$ cat config.mk
export PLATFORM = sky130hd
export DESIGN_NAME = serial_adder
export DESIGN_NICKNAME = d
export VERILOG_FILES = /design/src/rtl/serial_adder.sv
export SDC_FILE = /design/constraint.sdc
export NUM_CORES = 1
export LEC_CHECK = 0
export CORE_ASPECT_RATIO = 0.8
export CORE_MARGIN = 5
export CORE_UTILIZATION = 47
export CTS_BUF_LIST = sky130_fd_sc_hd__clkbuf_16
export CTS_CLUSTER_DIAMETER = 30
export DETAILED_ROUTE_END_ITERATION = 6
export DONT_BUFFER_PORTS = 1
export PLACE_DENSITY = 0.7
export SLEW_MARGIN = 20
export SYNTH_ARGS = -nofsm -noshare
export SYNTH_HDL_FRONTEND = slang
export SYNTH_SLANG_ARGS = --single-unit
$ cat constraint.sdc
create_clock -name clk_i -period 2.3 [get_ports clk_i]
set_input_delay 0.69 -clock clk_i [delete_from_list [all_inputs] [get_ports clk_i]]
set_output_delay 0.69 -clock clk_i [all_outputs]
set_load 0.01 [all_outputs]
$ cat src/rtl/serial_adder.sv
// serial_adder: bit-serial WIDTH-bit adder (one full-adder cell plus a carry flop), LSB first.
// Define SERIAL_ADDER_SUB_EN to add the sub_i port for a - b.
module fulladder (
    input  logic a_i,
    input  logic b_i,
    input  logic cin_i,
    output logic s_o,
    output logic cout_o
);
    assign s_o    = a_i ^ b_i ^ cin_i;
    assign cout_o = (a_i & b_i) | (cin_i & (a_i ^ b_i));
endmodule

module serial_adder #(
    parameter int WIDTH = 8
) (
    input  logic             clk_i,
    input  logic             rstn_i,
    input  logic             start_i,
    input  logic [WIDTH-1:0] a_i,
    input  logic [WIDTH-1:0] b_i,
    input  logic             cin_i,
`ifdef SERIAL_ADDER_SUB_EN
    input  logic             sub_i,
`endif
    output logic             busy_o,
    output logic             done_o,
    output logic [WIDTH-1:0] s_o,
    output logic             cout_o,
    output logic             ovf_o
);
    localparam int CW = $clog2(WIDTH);
    typedef enum logic [1:0] {IDLE, SHIFT, DONE} state_t;
    state_t state;
    logic [WIDTH-1:0] a_sr, b_sr, res, b_ld;
    logic [CW-1:0] cnt;
    logic carry, c_msb, c_ld, fa_s, fa_c, accept;
    fulladder u_fa (
        .a_i   (a_sr[0]),
        .b_i   (b_sr[0]),
        .cin_i (carry),
        .s_o   (fa_s),
        .cout_o(fa_c)
    );
    assign accept = start_i && state != SHIFT;
`ifdef SERIAL_ADDER_SUB_EN
    assign b_ld = sub_i ? ~b_i : b_i;
    assign c_ld = sub_i | cin_i;
`else
    assign b_ld = b_i;
    assign c_ld = cin_i;
`endif
    always_ff @(posedge clk_i or negedge rstn_i) begin
        if (!rstn_i) begin
            state  <= IDLE;
            a_sr   <= '0;
            b_sr   <= '0;
            res    <= '0;
            cnt    <= '0;
            carry  <= 1'b0;
            c_msb  <= 1'b0;
            busy_o <= 1'b0;
            done_o <= 1'b0;
            s_o    <= '0;
            cout_o <= 1'b0;
            ovf_o  <= 1'b0;
        end else begin
            done_o <= 1'b0;
            if (accept) begin
                state  <= SHIFT;
                busy_o <= 1'b1;
                a_sr   <= a_i;
                b_sr   <= b_ld;
                carry  <= c_ld;
                cnt    <= '0;
            end else if (state == SHIFT) begin
                a_sr  <= a_sr >> 1;
                b_sr  <= b_sr >> 1;
                carry <= fa_c;
                res   <= {fa_s, res[WIDTH-1:1]};
                cnt   <= cnt + 1'b1;
                // carry into the MSB is the carry out of bit WIDTH-2
                if (cnt == CW'(WIDTH-2))
                    c_msb <= fa_c;
                if (cnt == CW'(WIDTH-1)) begin
                    state  <= DONE;
                    busy_o <= 1'b0;
                    done_o <= 1'b1;
                    s_o    <= {fa_s, res[WIDTH-1:1]};
                    cout_o <= fa_c;
                    ovf_o  <= c_msb ^ fa_c;
                end
            end else begin
                state <= IDLE;
            end
        end
    end
endmodule

==> results.toml <==
[outcome]
status = "completed"

[synth]
synthesis.area_mm2 = 0.00198
ys_warn_count = 0
synthCells = 124
ys_ff_latch = 42
synth_cell_types = 16
synth_area_per_cell_um2 = 16.0
synth_fp_nets = 149
ys_seq_area_frac = 0.531

[layout]
seq_area_mm2 = 0.00105
diodes = 0
syn2layout_area_growth_pct = 8.72
nNetsFinal = 151
fin_area_mm2 = 0.00215
multi_input_area_um2 = 853
layout-drive-gt1-share = 0.457
final_util = 0.522
fillers = 337

[worst_setup_path]
critPathArrivalTime_ps = 1990
cp-start-kind = "flop"
critical-path-top-delay-family = "adder cells"
cp-end-kind = "flop"
critPathKind = "reg -> reg"
crit_required_ps = 2460
cp_cell_sequence = "ha_1 > ha_1 > nand3b_1 > mux2_2"
cp.depth = 4
cp_max_fo = 12
slowest_delay_ps = 440
critical_path.most_common_cell = "ha_1"
ff2ff_path_depth = 4
path_buf_inv = 0
critical-path-slowest-cell = "nand3b_1"

[power]
power.leakage_nw = 1.04
power.density_mw_per_mm2 = 1370
ir_drop_mv = 0.652
p_total_mw = 2.96

[timing]
finalHoldViolCount = 0
fmax_ghz = 0.547
setup_violations = 0
relSlewSlack = 0.621
setup-tns-final_ps = 0
drv_slew = 0
finClkSkew_ps = 7.19
min_period_ps = 1830
rsz0062_at_grt = "no"
min_period_over_period = 0.795
tightest_slew_ps = 566

[detailed_routing]
num_vias = 938
ant_nets = 0
drc = 0
first_pass_iters = 3
drtIter0Drc = 42
wl_per_cell_um = 17.0
wl_um = 3120
via_per_inst = 5.10

[grt]
grt_usage = 0.127
grt_max_degree = 43
antenna_found_initial = 0
grt-ovfl-total = 0
grt_pass1_vias = 1036
grt_pass1_wl_um = 5150

[clock_tree]
cts_buffer_depth = 2
worst_setup_hold_path_clk_slew_ps = 60
cts_tree = "yes"
ctsHtreeMaxLevel = 2
ctsResizeCount = 0
cts-root-buf = "clkbuf_16"
clkLatencyLatePin_ps = 280
cts_sinks = 42
cts_setup_buffers = 0
hold_buffers = 0
cts-buffers-inserted = 5

[floorplanning]
die-area_mm2 = 0.00562
rows = 21
coreArea_mm2 = 0.00413
fp.dieW_um = 82.6
initial_core_util = 0.480
ios = 32
die_h_um = 68.1

[hold_path]
hold_path_class = "in -> async"

[place]
gp_congestion = 0.736
dp_hpwl_um = 2170
io_buffer_count = 0
placed_area_mm2 = 0.00201

[flow_run]
drv_cap = 0
registers in the layout, indices dropped and copies added, names as in the netlist:
signal	count
busy_o	1
carry	1
b_sr	8
s_o	8
ovf_o	1
state	2
done_o	1
c_msb	1
cout_o	1
cnt	3
a_sr	8
res	7
synth_stat cells:
cell	n	area (um2)
nand4b_1	1	8.76
inv_1	4	15.0
nor2_1	3	11.3
a21oi_1	1	5.00
buf_2	1	5.00
mux2_2	23	259
nand3b_1	1	7.51
buf_6	5	56.3
ha_1	4	50.1
nor2b_1	2	12.5
mux2i_1	4	40.0
nand2b_1	4	25.0
fa_1	1	20.0
xor2_1	1	8.76
mux2_4	27	405
dfrtp_1	42	1050
metrics by stage:
stage	hold slack (ps)	setup WS, ps	cells
floorplan	394	719	124
global placement	396	557	176
detailed placement	396	458	176
CTS	94.6	450	184
global route	83.9	372	184
finish	101	472	184
cell type report:
type / instances / share of cell area
inverter: 4 / 0.00697
timing repair buffer: 1 / 0.00930
sequential: 42 / 0.488
tap: 57 / 0.0331
multi-input combinational: 72 / 0.396
clock buffer: 5 / 0.0581
clock inverter: 3 / 0.00813
cell usage in the layout, fill, tap and decap left out, drive strengths merged, types with 2 or more instances in the layout:
cell	netlist	routed
clkbuf	0	5
mux2	50	50
nand2b	4	4
nor2	3	3
mux2i	4	4
inv	4	5
clkinv	0	2
nor2b	2	2
dfrtp	42	42
ha	4	4
layer usage:
layer,global-route usage,wire length (um),vias up
met4,0.0245,22,0
met3,0.0592,223,4
li1,-,-,432
met2,0.196,1460,21
met1,0.164,1420,481
met5,0,0,-
power by group:
group	internal (mW)	switching [mW]	total [mW]
clock network	0.397	0.267	0.664
logic	0.634	0.334	0.968
registers	1.07	0.261	1.33
kinds of logic after synthesis:
kind of cell / share of synthesized area
compound gates: 0.00252
flops: 0.531
fa+ha+maj: 0.0354
simple gates: 0.0328
xor+xnor: 0.00442
mux: 0.356
buf+inv: 0.0385
path summary, 6_finish.rpt:
path	endpoint	startpoint	slack [ps]
setup / recovery	ovf_o	cnt[0]	470
hold / removal	res[2]	rstn_i	100
setup reg to reg	ovf_o	cnt[0]	470
hold reg to reg	b_sr[0]	b_sr[1]	510
max in group asynchronous	s_o[6]	rstn_i	2110
min in group clk_i	b_sr[0]	b_sr[1]	510
Power figures use the tool's default switching activity.
